## src/rtl/err_code_decoder_pkg.sv

```systemverilog
// Shared types and constants for the error-code decoder and its bench model.
// Holds the sequencer state encoding, error-code bounds and the code decode helper.
// No logic of its own; imported by every file of the block.
package err_code_decoder_pkg;

  typedef enum logic [1:0] {
    IDLE      = 2'b00,
    SOFTSTART = 2'b01,
    RUN       = 2'b10
  } state_t;

  // Largest legal positive and most negative legal codes (two's complement).
  localparam logic [3:0] CODE_POS_MAX = 4'b0100;
  localparam logic [3:0] CODE_NEG_MAX = 4'b1100;

  typedef struct packed {
    logic signed [3:0] val;
    logic              illegal;
  } dec_t;

  // Legal codes are -4..+4; anything in 0101..1011 decodes to zero and is flagged.
  function automatic dec_t decode_code(input logic [3:0] code);
    dec_t d;
    d.val     = 4'sd0;
    d.illegal = 1'b0;
    if (code <= CODE_POS_MAX || code >= CODE_NEG_MAX) begin
      d.val = signed'(code);
    end else begin
      d.illegal = 1'b1;
    end
    return d;
  endfunction

endpackage

```

## src/rtl/err_code_decoder_if.sv

```systemverilog
// Bus between the window encoder / controller side and the error-code decoder.
// master drives enable, code and configuration; slave returns the duty command and status.
// Purely wires; no storage.
interface err_code_decoder_if
  import err_code_decoder_pkg::*;
#(
  parameter int DUTY_W = 10,
  parameter int DIV_W  = 8
);
  logic              en;
  logic [3:0]        err_code;
  logic [DIV_W-1:0]  sample_div;
  logic [1:0]        gain_sh;
  logic [DUTY_W-1:0] duty;
  logic              duty_vld;
  state_t            state;
  logic              sat_hi;
  logic              sat_lo;
  logic              bad_code;

  modport master (
    output en, err_code, sample_div, gain_sh,
    input  duty, duty_vld, state, sat_hi, sat_lo, bad_code
  );

  modport slave (
    input  en, err_code, sample_div, gain_sh,
    output duty, duty_vld, state, sat_hi, sat_lo, bad_code
  );
endinterface

```

## src/rtl/err_rate_div.sv

```systemverilog
// Update-rate divider: raises tick once every sample_div+1 enabled cycles.
// tick is combinational from the registered count, so it is valid in the same cycle.
// Disabled means the count is held at zero; a smaller live sample_div ticks at once.
module err_rate_div #(
  parameter int DIV_W = 8
) (
  input  logic             clk,
  input  logic             rst,
  input  logic             en,
  input  logic [DIV_W-1:0] sample_div,
  output logic             tick
);

  logic [DIV_W-1:0] cnt;

  // >= rather than == so a live drop of sample_div below the count cannot wedge the divider.
  assign tick = en && (cnt >= sample_div);

  // Count enabled cycles, wrap on tick, park at zero while disabled.
  always_ff @(posedge clk or posedge rst) begin
    if (rst) begin
      cnt <= '0;
    end else if (!en || tick) begin
      cnt <= '0;
    end else begin
      cnt <= cnt + 1'b1;
    end
  end

endmodule

```

## src/rtl/err_code_decoder.sv

```systemverilog
// Decodes the 4-bit error code, scales it by gain_sh and integrates it into a clamped duty command.
// Code registered on entry; a tick in the next cycle writes duty with duty_vld one edge later.
// No backpressure: duty_vld is a one-cycle strobe the DPWM must accept.
module err_code_decoder
  import err_code_decoder_pkg::*;
#(
  parameter int DUTY_W    = 10,
  parameter int DIV_W     = 8,
  parameter int DUTY_MIN  = 0,
  parameter int DUTY_MAX  = 1000,
  parameter int SS_TARGET = 500,
  parameter int SS_STEP   = 1
) (
  input logic               clk,
  input logic               rst,
  err_code_decoder_if.slave bus
);

  localparam logic [DUTY_W-1:0]        MIN_D = DUTY_W'(DUTY_MIN);
  localparam logic [DUTY_W-1:0]        MAX_D = DUTY_W'(DUTY_MAX);
  localparam logic [DUTY_W-1:0]        TGT_D = DUTY_W'(SS_TARGET);
  localparam logic [DUTY_W:0]          TGT_X = (DUTY_W+1)'(SS_TARGET);
  localparam logic [DUTY_W:0]          STP_X = (DUTY_W+1)'(SS_STEP);
  localparam logic signed [DUTY_W+1:0] MIN_X = (DUTY_W+2)'(DUTY_MIN);
  localparam logic signed [DUTY_W+1:0] MAX_X = (DUTY_W+2)'(DUTY_MAX);

  logic [3:0]               code_q;
  dec_t                     dec;
  logic signed [6:0]        step;
  logic signed [DUTY_W+1:0] sum_run;
  logic [DUTY_W:0]          sum_ss;
  logic                     div_en;
  logic                     tick;

  // Divider only runs in an active state with enable still high, so en=0 beats a tick.
  assign div_en = (bus.state != IDLE) && bus.en;

  err_rate_div #(.DIV_W(DIV_W)) u_div (
    .clk        (clk),
    .rst        (rst),
    .en         (div_en),
    .sample_div (bus.sample_div),
    .tick       (tick)
  );

  // Capture the incoming code every cycle; everything downstream works from this copy.
  always_ff @(posedge clk or posedge rst) begin
    if (rst) begin
      code_q <= 4'b0000;
    end else begin
      code_q <= bus.err_code;
    end
  end

  // Sign-extend to 7 bits before shifting so -4<<3 = -32 keeps its sign.
  assign dec     = decode_code(code_q);
  assign step    = {{3{dec.val[3]}}, dec.val} <<< bus.gain_sh;
  assign sum_run = $signed({2'b00, bus.duty}) + $signed({{(DUTY_W-5){step[6]}}, step});
  assign sum_ss  = {1'b0, bus.duty} + STP_X;

  // Sequencer and integrator: all outputs registered here.
  always_ff @(posedge clk or posedge rst) begin
    if (rst) begin
      bus.state    <= IDLE;
      bus.duty     <= MIN_D;
      bus.duty_vld <= 1'b0;
      bus.sat_hi   <= 1'b0;
      bus.sat_lo   <= 1'b0;
      bus.bad_code <= 1'b0;
    end else begin
      bus.bad_code <= dec.illegal;
      bus.duty_vld <= 1'b0;
      if (!bus.en) begin
        bus.state  <= IDLE;
        bus.duty   <= MIN_D;
        bus.sat_hi <= 1'b0;
        bus.sat_lo <= 1'b0;
      end else begin
        case (bus.state)
          IDLE: begin
            bus.state <= SOFTSTART;
            bus.duty  <= MIN_D;
          end
          SOFTSTART: begin
            if (tick) begin
              bus.duty_vld <= 1'b1;
              if (sum_ss >= TGT_X) begin
                bus.duty  <= TGT_D;
                bus.state <= RUN;
              end else begin
                bus.duty <= sum_ss[DUTY_W-1:0];
              end
            end
          end
          RUN: begin
            if (tick) begin
              bus.duty_vld <= 1'b1;
              if (sum_run > MAX_X) begin
                bus.duty   <= MAX_D;
                bus.sat_hi <= 1'b1;
                bus.sat_lo <= 1'b0;
              end else if (sum_run < MIN_X) begin
                bus.duty   <= MIN_D;
                bus.sat_hi <= 1'b0;
                bus.sat_lo <= 1'b1;
              end else begin
                bus.duty   <= sum_run[DUTY_W-1:0];
                bus.sat_hi <= 1'b0;
                bus.sat_lo <= 1'b0;
              end
            end
          end
          default: begin
            bus.state <= IDLE;
            bus.duty  <= MIN_D;
          end
        endcase
      end
    end
  end

endmodule

```

## src/flat_wrapper.sv

```systemverilog
// flat-port wrapper written by rule: the top's interface ports become plain ports
module err_code_decoder_flat import err_code_decoder_pkg::*;
#(
  parameter int DUTY_W    = 10,
  parameter int DIV_W     = 8,
  parameter int DUTY_MIN  = 0,
  parameter int DUTY_MAX  = 1000,
  parameter int SS_TARGET = 500,
  parameter int SS_STEP   = 1
)
  (clk, rst, bus_en, bus_err_code, bus_sample_div, bus_gain_sh, bus_duty, bus_duty_vld, bus_state, bus_sat_hi, bus_sat_lo, bus_bad_code);
  err_code_decoder_if #(.DUTY_W(DUTY_W), .DIV_W(DIV_W)) bus_i ();
  input logic clk;
  input logic rst;
  input wire logic [$bits(bus_i.en)-1:0] bus_en;
  input wire logic [$bits(bus_i.err_code)-1:0] bus_err_code;
  input wire logic [$bits(bus_i.sample_div)-1:0] bus_sample_div;
  input wire logic [$bits(bus_i.gain_sh)-1:0] bus_gain_sh;
  output wire logic [$bits(bus_i.duty)-1:0] bus_duty;
  output wire logic [$bits(bus_i.duty_vld)-1:0] bus_duty_vld;
  output wire logic [$bits(bus_i.state)-1:0] bus_state;
  output wire logic [$bits(bus_i.sat_hi)-1:0] bus_sat_hi;
  output wire logic [$bits(bus_i.sat_lo)-1:0] bus_sat_lo;
  output wire logic [$bits(bus_i.bad_code)-1:0] bus_bad_code;
  assign bus_i.en = bus_en;
  assign bus_i.err_code = bus_err_code;
  assign bus_i.sample_div = bus_sample_div;
  assign bus_i.gain_sh = bus_gain_sh;
  assign bus_duty = bus_i.duty;
  assign bus_duty_vld = bus_i.duty_vld;
  assign bus_state = bus_i.state;
  assign bus_sat_hi = bus_i.sat_hi;
  assign bus_sat_lo = bus_i.sat_lo;
  assign bus_bad_code = bus_i.bad_code;
  err_code_decoder #(.DUTY_W(DUTY_W), .DIV_W(DIV_W), .DUTY_MIN(DUTY_MIN), .DUTY_MAX(DUTY_MAX), .SS_TARGET(SS_TARGET), .SS_STEP(SS_STEP)) u_core (.clk(clk), .rst(rst), .bus(bus_i));
endmodule
```

## config.mk

```make
export PLATFORM = sky130hd
export DESIGN_NAME = err_code_decoder_flat
export DESIGN_NICKNAME = d
export VERILOG_FILES = /design/src/rtl/err_code_decoder_pkg.sv /design/src/rtl/err_code_decoder_if.sv /design/src/rtl/err_rate_div.sv /design/src/rtl/err_code_decoder.sv /design/src/flat_wrapper.sv
export SDC_FILE = /design/constraint.sdc
export NUM_CORES = 1
export LEC_CHECK = 0
export ABC_AREA = 1
export CORE_AREA = 2 2 72 74
export CTS_CLUSTER_SIZE = 40
export DETAILED_ROUTE_END_ITERATION = 6
export DIE_AREA = 0 0 74 76
export GPL_TIMING_DRIVEN = 0
export PLACE_DENSITY = 0.77
export SLEW_MARGIN = 20
export SYNTH_ARGS = -nofsm -noshare
export SYNTH_HDL_FRONTEND = slang
export SYNTH_SLANG_ARGS = --single-unit
```

## constraint.sdc

```tcl
create_clock -name clk -period 3.7 [get_ports clk]
set_input_delay 0.74 -clock clk [delete_from_list [all_inputs] [get_ports clk]]
set_output_delay 0.74 -clock clk [all_outputs]
set_load 0.02 [all_outputs]
```

==> metrics, run 1 <==
critical path fanouts, max 8; commonest non-fill, non-tap cell in the layout nand2_1; Initial Util 0.522; fmax 310 MHz; outcome completed; clk_lat worst skew 0.28 ns; wire length on met2 2.95 mm; Synth cell types 36; minimum clock period 3.23 ns; final worst path period share 0.872; Placer Congestion 0.844; cell area after synthesis 0.00256 mm^2; Mean Syn Cell Area 6.64 um^2; Yosys Warn Count 0; crit end category register; required time worst endpoint 3.87 ns; Detailed Routing Iterations Pass 1 6; Syn Inst Count 386; vias in the first global route 2,392; Core Area 0.00491 mm^2; RSZ-0062 raised after global routing false; Top cell by count, worst path nand2_1; Antenna diodes 0; synthesized flop and latch total 28; CTS buffer count 3; first-pass GRT wire length 10.1 mm; Pins Over Slew Limit 0; type of origin of the critical path input port; IO Pins 33; Pleak 0.00168 uW; final hold violations 0; Routed Wire Length 5.86 mm; IO buf count 31; initial DRC count 116; drt drc 0; Clock Path Buffers 2; Max Cap Viol 0; Final Skew 0.00592 ns; Root Buffer clkbuf_8; GR Overflow Total 0; fin cells 491; largest net degree at the start of global routing 29; Max Used Layer met4; die width 74 um; site row count 26; Tightest Pin Transition 0.600 ns; slowest library cell on the worst path clkdlybuf4s50_1; maximum vdd ir drop 0.165 mV; dpl hpwl 4.66 mm; CP peak stage delay 0.52 ns; Die ar. 0.00562 mm^2; relative slew slack 0.599; layout cells sized above 1 0.0736; All-Layer GR Usage 0.223; Final Total Pwr 975 uW; # setup viols final 0; Sum Neg Setup Slack 0 ns; critical path type input port to register; Clk pin slew, worst setup/hold paths 0.11 ns; total number of vias 2,511; CP Data Arrival Time 3.40 ns; postcts setup bufs 0; CTS Hold Bufs 0; Die H 76 um; Vias/cell 5.11; Power per Cell Area 321 mW/mm^2; CTS resizes 0; post-route ant nets 0; register area share after synthesis 0.273; Post-Place Cells 487; critical path, cell by cell clkdlybuf4s50_1 > nor3_1 > ha_1 > inv_1 > fa_1 > inv_1 > nand3_1 > nand2_1 > nand4_1 > nand2_1 > nand2_1 > nand2_1 > nor2_1 > nand2_2 > nand3_1 > nand2_1 > nand2_1 > nand2_1 > nand2_1; CTS tree yes; routed len/inst 11.9 um; fin util 0.618; initial antenna violation count 0; H-tree depth 1; # nets final 465; min-delay worst type register to register; Syn Nets 429; Layout fillers 459; routed wl met3 212 um; DRT met1 WL 2.54 mm; commonest non-fill, non-tap cells in the layout 118 x nand2_1, 62 x inv_1, 34 x nand3_1; clk sinks 28; area delta synth->final 18.5%
## state kept, by name, indices dropped and copies added (netlist names)
| signal | count |
|---|---|
| u_core.bus.bad_code | 1 |
| u_core.bus.duty | 10 |
| u_core.bus.duty_vld | 1 |
| u_core.bus.sat_hi | 1 |
| u_core.bus.sat_lo | 1 |
| u_core.bus.state | 2 |
| u_core.code_q | 4 |
| u_core.u_div.cnt | 8 |
## cell usage after synthesis
cell / instances / share of area
nor3b_1: 2 / 0.0059
xor2_1: 6 / 0.021
o21ai_0: 5 / 0.0098
fa_1: 1 / 0.0078
nand2_4: 1 / 0.0044
nand4_2: 2 / 0.0098
o21ai_2: 1 / 0.0034
clkbuf_1: 3 / 0.0044
nand4_1: 9 / 0.022
o21ai_1: 7 / 0.014
nor2_1: 30 / 0.044
nand2_2: 7 / 0.017
ha_1: 25 / 0.12
inv_1: 63 / 0.092
or2_2: 1 / 0.0024
clkinv_1: 2 / 0.0029
a21oi_1: 13 / 0.025
nor3_1: 5 / 0.0098
dfrtp_1: 28 / 0.27
inv_2: 1 / 0.0015
a31oi_1: 3 / 0.0073
nand2_1: 118 / 0.17
nor2_8: 1 / 0.0078
o2111ai_1: 1 / 0.0034
xnor2_1: 1 / 0.0034
mux2i_1: 1 / 0.0039
and3_1: 1 / 0.0024
buf_2: 1 / 0.0020
inv_4: 1 / 0.0024
nand3_1: 34 / 0.066
nand3_2: 3 / 0.012
o21bai_1: 1 / 0.0029
nor2_2: 5 / 0.012
a21oi_2: 1 / 0.0034
o31ai_1: 1 / 0.0029
or3_1: 1 / 0.0024
## power by group
group	switching (uW)	internal [uW]	total, uW
clock network	105	145	250
logic	234	136	370
registers	26.4	328	355
total	365	610	975
## per-layer routing
layer | vias to the layer above | track usage
met1 | 1155 | 0.275
met4 | 0 | 0.0818
met5 | - | 0
li1 | 1295 | -
met3 | 14 | 0.0238
met2 | 47 | 0.393
## per-stage QoR
step	worst slack, ns	hold slack (ns)	area (um^2)
finish	0.473	0.492	3040
floorplan	0.864	0.455	2560
global route	0.0133	0.524	3040
CTS	0.330	0.496	3030
detailed placement	0.223	0.481	2960
global placement	0.294	0.484	2960
## cells by family after synthesis
| family | after synthesis | synth area share |
|---|---|---|
| fa+ha+maj | 26 | 0.130 |
| flops | 28 | 0.273 |
| simple gates | 220 | 0.391 |
| mux | 1 | 0.00391 |
| buf+inv | 71 | 0.105 |
| compound gates | 33 | 0.0723 |
| xor+xnor | 7 | 0.0239 |
## worst max-delay path, delay by kind of cell
family,cells,cell delay [ns]
adders and majority gates,2,0.57
and+or+nand+nor,14,1.40
buffers and inverters,3,0.67
## worst paths after layout
check | start | end | slack (ns) | depth (start not counted)
worst max register to register | u_core.code_q[1] | u_core.bus.duty[5] | 0.50 | 24
worst min register to register | u_core.u_div.cnt[0] | u_core.u_div.cnt[0] | 0.49 | 1
worst max-delay path | bus_gain_sh[0] | u_core.bus.duty[5] | 0.47 | 19
min in group asynchronous | rst | u_core.bus.bad_code | 0.84 | 2
max in group asynchronous | rst | u_core.bus.duty[4] | 2.47 | 2
worst min-delay path | u_core.u_div.cnt[0] | u_core.u_div.cnt[0] | 0.49 | 1
## cell type report
| class | instances | area [um^2] | area share |
|---|---|---|---|
| well taps | 70 | 87.6 | 0.0289 |
| clock buffers | 3 | 41.3 | 0.0136 |
| plain buffers | 4 | 16.3 | 0.00536 |
| clock inverters | 1 | 30.0 | 0.00989 |
| multi-input cells | 287 | 1600 | 0.526 |
| repair buffers | 31 | 310 | 0.102 |
| inverters | 67 | 254 | 0.0837 |
| flip-flops and latches | 28 | 701 | 0.231 |
(Power assumes the default switching activity.)
==> inputs of run 2 (changes only) <==
clock period = 3.9 ns   (was 3.7 ns; I/O delays follow)
==> run 2 against run 1 <==
Effect of this change: clock power is 4% lower; critical path depth is 5 higher; sequential cell count stayed put; largest power group unchanged; highest routed layer unchanged.
==> metrics, run 2 (same netlist as run 1, synthesis figures left out) <==
outcome completed (unchanged); critical path type register to register (was input port to register); minimum clock period 3.38 ns; crit end category register (unchanged); CTS tree yes (unchanged); Final Total Pwr 927 uW (was 975 uW); Detailed Routing Iterations Pass 1 6 (unchanged); layout cells sized above 1 0.0713 (was 0.0736); delay-heaviest family, CP simple AND/OR/NAND/NOR gates (unchanged); Vias/cell 5.11 (about the same); final worst path period share 0.867; min-delay worst type register to register (unchanged); Tightest Pin Transition 0.603 ns (was 0.600 ns); site row count 26 (unchanged); slowest library cell on the worst path dfrtp_1 (was clkdlybuf4s50_1); max FFs per register 10 (unchanged); critical path, cell by cell nor2_1 > nor2_1 > o21ai_0 > inv_1 > nor2_1 > inv_1 > nor3_1 > ha_1 > inv_1 > fa_1 > inv_1 > nand3_1 > nand2_1 > nand2_1 > nand2_1 > nand2_1 > nand2_1 > nand3_1 > nand2_2 > nand3_1 > nand2_1 > nand2_1 > nand2_1 > nand2_1 (was clkdlybuf4s50_1 > nor3_1 > ha_1 > inv_1 > fa_1 > inv_1 > nand3_1 > nand2_1 > nand4_1 > nand2_1 > nand2_1 > nand2_1 > nor2_1 > nand2_2 > nand3_1 > nand2_1 > nand2_1 > nand2_1 > nand2_1); vias in the first global route 2,392 (unchanged); CP Data Arrival Time 3.56 ns (was 3.40 ns); IO buf count 31 (unchanged); total number of vias 2,508 (was 2,511); commonest non-fill, non-tap cell in the layout nand2_1 (unchanged); routed len/inst 12.0 um (was 11.9 um); Clock Path Buffers 2 (unchanged); Placer Congestion 0.844 (unchanged); initial DRC count 115 (was 116); CTS buffer count 3 (unchanged); maximum vdd ir drop 0.156 mV (was 0.165 mV); RSZ-0062 raised after global routing false (unchanged); largest net degree at the start of global routing 29 (unchanged); Post-Place Cells 487 (unchanged); Min Hold Slack 0.492 ns (about the same); Pins Over Slew Limit 0 (unchanged); post-route ant nets 0 (unchanged); Top cell by count, worst path nand2_1 (unchanged); Die H 76 um (unchanged); Max Cap Viol 0 (unchanged); fmax 296 MHz; # nets final 465 (unchanged); # setup viols final 0 (unchanged); required time worst endpoint 4.08 ns (was 3.87 ns); Final Skew 0.00240 ns (was 0.00592 ns); Antenna diodes 0 (unchanged); WP buf/inv 4 (was 3); Clk pin slew, worst setup/hold paths 0.11 ns (about the same); commonest non-fill, non-tap cells in the layout 118 x nand2_1, 62 x inv_1, 34 x nand3_1 (unchanged); postcts setup bufs 0 (unchanged); Pleak 0.00168 uW (about the same); die width 74 um (unchanged); final hold violations 0 (unchanged); first-pass GRT wire length 10.1 mm (unchanged); clk sinks 28 (unchanged); type of origin of the critical path register (was input port); critical path fanouts, max 9 (was 8); All-Layer GR Usage 0.223 (unchanged); Most flops, register u_core.bus.duty (unchanged); Power per Cell Area 306 mW/mm^2 (was 321 mW/mm^2); IO Pins 33 (unchanged); drt drc 0 (unchanged); Die ar. 0.00562 mm^2 (unchanged); GR Overflow Total 0 (unchanged); Largest regs u_core.bus.duty: 10 flops, u_core.u_div.cnt: 8 flops, u_core.code_q: 4 flops (unchanged); clk_lat worst skew 0.28 ns (about the same); Core Area 0.00491 mm^2 (unchanged); Root Buffer clkbuf_8 (unchanged); Sum Neg Setup Slack 0 ns (unchanged); relative slew slack 0.598 (was 0.599); CP peak stage delay 0.40 ns (was 0.52 ns); initial antenna violation count 0 (unchanged); fin cells 491 (unchanged); Initial Util 0.522 (unchanged); area delta synth->final 18.3% (was 18.5%); CTS Hold Bufs 0 (unchanged); fin util 0.617 (was 0.618); Routed Wire Length 5.89 mm (was 5.86 mm); dpl hpwl 4.66 mm (unchanged); H-tree depth 1 (unchanged); CTS resizes 0 (unchanged)
==> run 2: worst reg2reg max path, stage by stage (launching register included) <==
cell	delay, ns
dfrtp_1	0.40
nor2_1	0.14
nor2_1	0.05
o21ai_0	0.27
inv_1	0.12
nor2_1	0.14
inv_1	0.07
nor3_1	0.16
ha_1	0.20
inv_1	0.06
fa_1	0.37
inv_1	0.09
nand3_1	0.10
nand2_1	0.14
nand2_1	0.08
nand2_1	0.08
nand2_1	0.08
nand2_1	0.07
nand3_1	0.07
nand2_2	0.17
nand3_1	0.10
nand2_1	0.07
nand2_1	0.06
nand2_1	0.11
nand2_1	0.06
==> run 2: through the flow <==
| step | instance area [um^2] | worst slack [ns] |
|---|---|---|
| floorplan | 2560 | 1.06 |
| global placement | 2960 | 0.454 |
| detailed placement | 2960 | 0.383 |
| CTS | 3030 | 0.530 |
| global route | 3030 | 0.0303 |
| finish | 3030 | 0.520 |
==> run 2: routing by layer <==
metal	wire length, um	up-vias	part of all wire	global-route usage
met5	0	-	0	0
met4	148	0	0.025	0.0818
met3	171	14	0.029	0.0238
met2	2940	49	0.50	0.393
met1	2630	1149	0.45	0.275
li1	-	1296	-	-
==> run 2: cell type report <==
class	count	area (um^2)
well taps	70	87.6
clock inverters	1	30.0
plain buffers	4	16.3
fillers	460	1880
clock buffers	3	41.3
multi-input cells	287	1590
flip-flops and latches	28	701
inverters	67	254
repair buffers	31	310
==> run 2: path summary, 6_finish.rpt <==
kind | from | slack (ns) | cells after the start | end
worst max-delay path | u_core.code_q[1] | 0.52 | 24 | u_core.bus.duty[5]
worst min-delay path | u_core.u_div.cnt[0] | 0.49 | 1 | u_core.u_div.cnt[0]
worst max register to register | u_core.code_q[1] | 0.52 | 24 | u_core.bus.duty[5]
worst min register to register | u_core.u_div.cnt[0] | 0.49 | 1 | u_core.u_div.cnt[0]
max in group asynchronous | rst | 2.63 | 2 | u_core.bus.duty[5]
min in group asynchronous | rst | 0.88 | 2 | u_core.bus.bad_code
==> run 2: power breakdown <==
part / internal (uW) / leakage (uW) / total (uW) / switching (uW)
clock: 138 / 0.0000357 / 239 / 102
sequential: 312 / 0.000377 / 337 / 24.9
combinational: 129 / 0.00127 / 352 / 222
total: 578 / 0.00168 / 927 / 349
==> inputs of run 3 (changes only) <==
CORE_AREA = 2 2 68 70   (was 2 2 72 74)
DIE_AREA = 0 0 70 72   (was 0 0 74 76)
PLACE_DENSITY = 0.85   (was 0.77)
==> run 3 against run 2 <==
Effect of this change: global-route usage increased by 1.2 points; worst hold slack worse by 0.0083 ns; first-iteration DRC count shrank 14%; clock skew grew 0.0033 ns; clock power down 26%; largest power group unchanged; highest routed layer unchanged.
==> metrics, run 3 (same netlist as run 1, synthesis figures left out) <==
outcome completed (unchanged); commonest non-fill, non-tap cells in the layout 118 x nand2_1, 62 x inv_1, 34 x nand3_1 (unchanged); Core Area 0.00426 mm^2 (was 0.00491 mm^2); Die H 72 um (was 76 um); # setup viols final 0 (unchanged); layout cells sized above 1 0.0713 (unchanged); setup slack, reg-to-reg 0.50 ns (was 0.52 ns); fmax 294 MHz (was 296 MHz); CTS resizes 0 (unchanged); routed len/inst 11.3 um (was 12.0 um); critical path fanouts, max 9 (unchanged); Initial Util 0.601 (was 0.522); Max Used Layer met4 (unchanged); Clk pin slew, worst setup/hold paths 0.09 ns (was 0.11 ns); end of the worst register-to-register path u_core.bus.duty[8] (was u_core.bus.duty[5]); maximum vdd ir drop 0.231 mV (was 0.156 mV); Power per Cell Area 285 mW/mm^2 (was 306 mW/mm^2); R2R depth 24 (unchanged); critical path type register to register (unchanged); fin cells 473 (was 491); CTS tree yes (unchanged); clk sinks 28 (unchanged); Clock Path Buffers 2 (unchanged); Worst Setup SP u_core.code_q[1] (unchanged); wire length on met2 2.63 mm (was 2.94 mm); relative slew slack 0.620 (was 0.598); max FFs per register 10 (unchanged); Placer Congestion 0.870 (was 0.844); area delta synth->final 16.8% (was 18.3%); postcts setup bufs 0 (unchanged); site row count 24 (was 26); Pins Over Slew Limit 0 (unchanged); commonest non-fill, non-tap cell in the layout nand2_1 (unchanged); routed wl met3 169 um (was 171 um); CTS buffer count 3 (unchanged); hold_sp u_core.u_div.cnt[0] (unchanged); initial DRC count 99 (was 115); type of origin of the critical path register (unchanged); crit end category register (unchanged); CTS Hold Bufs 0 (unchanged); dpl hpwl 4.50 mm (was 4.66 mm); final hold violations 0 (unchanged); drt drc 0 (unchanged); Design Area, Final 0.00299 mm^2 (was 0.00303 mm^2); CP endpoint u_core.bus.duty[8] (was u_core.bus.duty[5]); Post-Place Cells 469 (was 487); total number of vias 2,438 (was 2,508); H-tree depth 1 (unchanged); Root Buffer clkbuf_8 (unchanged); Pleak 0.00167 uW (was 0.00168 uW); Tightest Pin Transition 0.569 ns (was 0.603 ns); R2R Path Start u_core.code_q[1] (unchanged); minimum clock period 3.40 ns (was 3.38 ns); Sum Neg Setup Slack 0 ns (unchanged); vias in the first global route 2,503 (was 2,392); Max Cap Viol 0 (unchanged); DRT met1 WL 2.46 mm (was 2.63 mm); CP Data Arrival Time 3.56 ns (about the same); DP Area 0.00294 mm^2 (was 0.00296 mm^2); Routed Wire Length 5.36 mm (was 5.89 mm); Most flops, register u_core.bus.duty (unchanged); die width 70 um (was 74 um); RSZ-0062 raised after global routing false (unchanged); final worst path period share 0.872 (was 0.867); post-route ant nets 0 (unchanged); largest net degree at the start of global routing 29 (unchanged); # nets final 465 (unchanged); Final Skew 0.00573 ns (was 0.00240 ns); first-pass GRT wire length 9.87 mm (was 10.1 mm); Layout fillers 377 (was 460); initial antenna violation count 0 (unchanged); Die ar. 0.00504 mm^2 (was 0.00562 mm^2); IO buf count 31 (unchanged); clk_lat worst skew 0.27 ns (was 0.28 ns); GR Overflow Total 0 (unchanged); Vias/cell 5.15 (was 5.11); Antenna diodes 0 (unchanged); required time worst endpoint 4.07 ns (was 4.08 ns); Largest regs u_core.bus.duty: 10 flops, u_core.u_div.cnt: 8 flops, u_core.code_q: 4 flops (unchanged); Detailed Routing Iterations Pass 1 4 (was 6); IO Pins 33 (unchanged); min-delay worst type register to register (unchanged); All-Layer GR Usage 0.235 (was 0.223)
==> run 3: layout make-up <==
class | instances | area (um^2) | share of cell area
Buffer | 4 | 16.3 | 0.00543
Clock buffer | 4 | 55.1 | 0.0184
Inverter | 67 | 254 | 0.0849
Multi-Input combinational cell | 287 | 1590 | 0.532
Sequential cell | 28 | 701 | 0.234
Tap cell | 52 | 65.1 | 0.0217
Timing Repair Buffer | 31 | 310 | 0.104
==> run 3: through the flow <==
stage	setup slack (ns)	util	total power, uW	hold slack, ns
finish	0.501	0.702	853	0.483
global route	0.120	0.702	923	0.511
CTS	0.506	0.702	859	0.490
detailed placement	0.366	0.689	681	0.477
global placement	0.418	0.689	669	0.473
floorplan	1.06	-	578	0.455
==> run 3: worst min path at each step <==
stage / slack [ns] / end / cells after the start
3_5_place_dp: 0.48 / u_core.u_div.cnt[0] / 1
3_3_place_gp: 0.47 / u_core.u_div.cnt[0] / 1
5_1_grt: 0.51 / u_core.u_div.cnt[0] / 1
6_report: 0.48 / u_core.u_div.cnt[0] / 1
2_1_floorplan: 0.45 / u_core.u_div.cnt[0] / 1
4_1_cts: 0.49 / u_core.u_div.cnt[0] / 1
==> run 3: critical path, stage by stage (launching register included) <==
cell and delay, ns:
dfrtp_1 0.40, nor2_1 0.15, nor2_1 0.05, o21ai_0 0.27, inv_1 0.13, nor2_1 0.13
inv_1 0.06, nor3_1 0.19, ha_1 0.22, inv_1 0.06, fa_1 0.38, inv_1 0.09
nand3_1 0.10, nand2_1 0.14, nand2_1 0.08, nand2_1 0.08, nand2_1 0.09, nand2_1 0.08
nand3_1 0.07, nand2_2 0.17, nand3_1 0.10, nand2_1 0.07, nand2_1 0.05, nand2_1 0.06
nand2_1 0.07
==> run 3: routing by layer <==
metal  up-vias  track usage
met5         -            0
met4         0       0.0598
met3        10       0.0319
met2        39        0.446
met1      1089        0.283
li1       1300            -
==> run 3: power breakdown <==
part	switching, uW	internal [uW]	total, uW
logic	211	128	339
registers	23.9	312	336
clock network	87.9	90.4	178
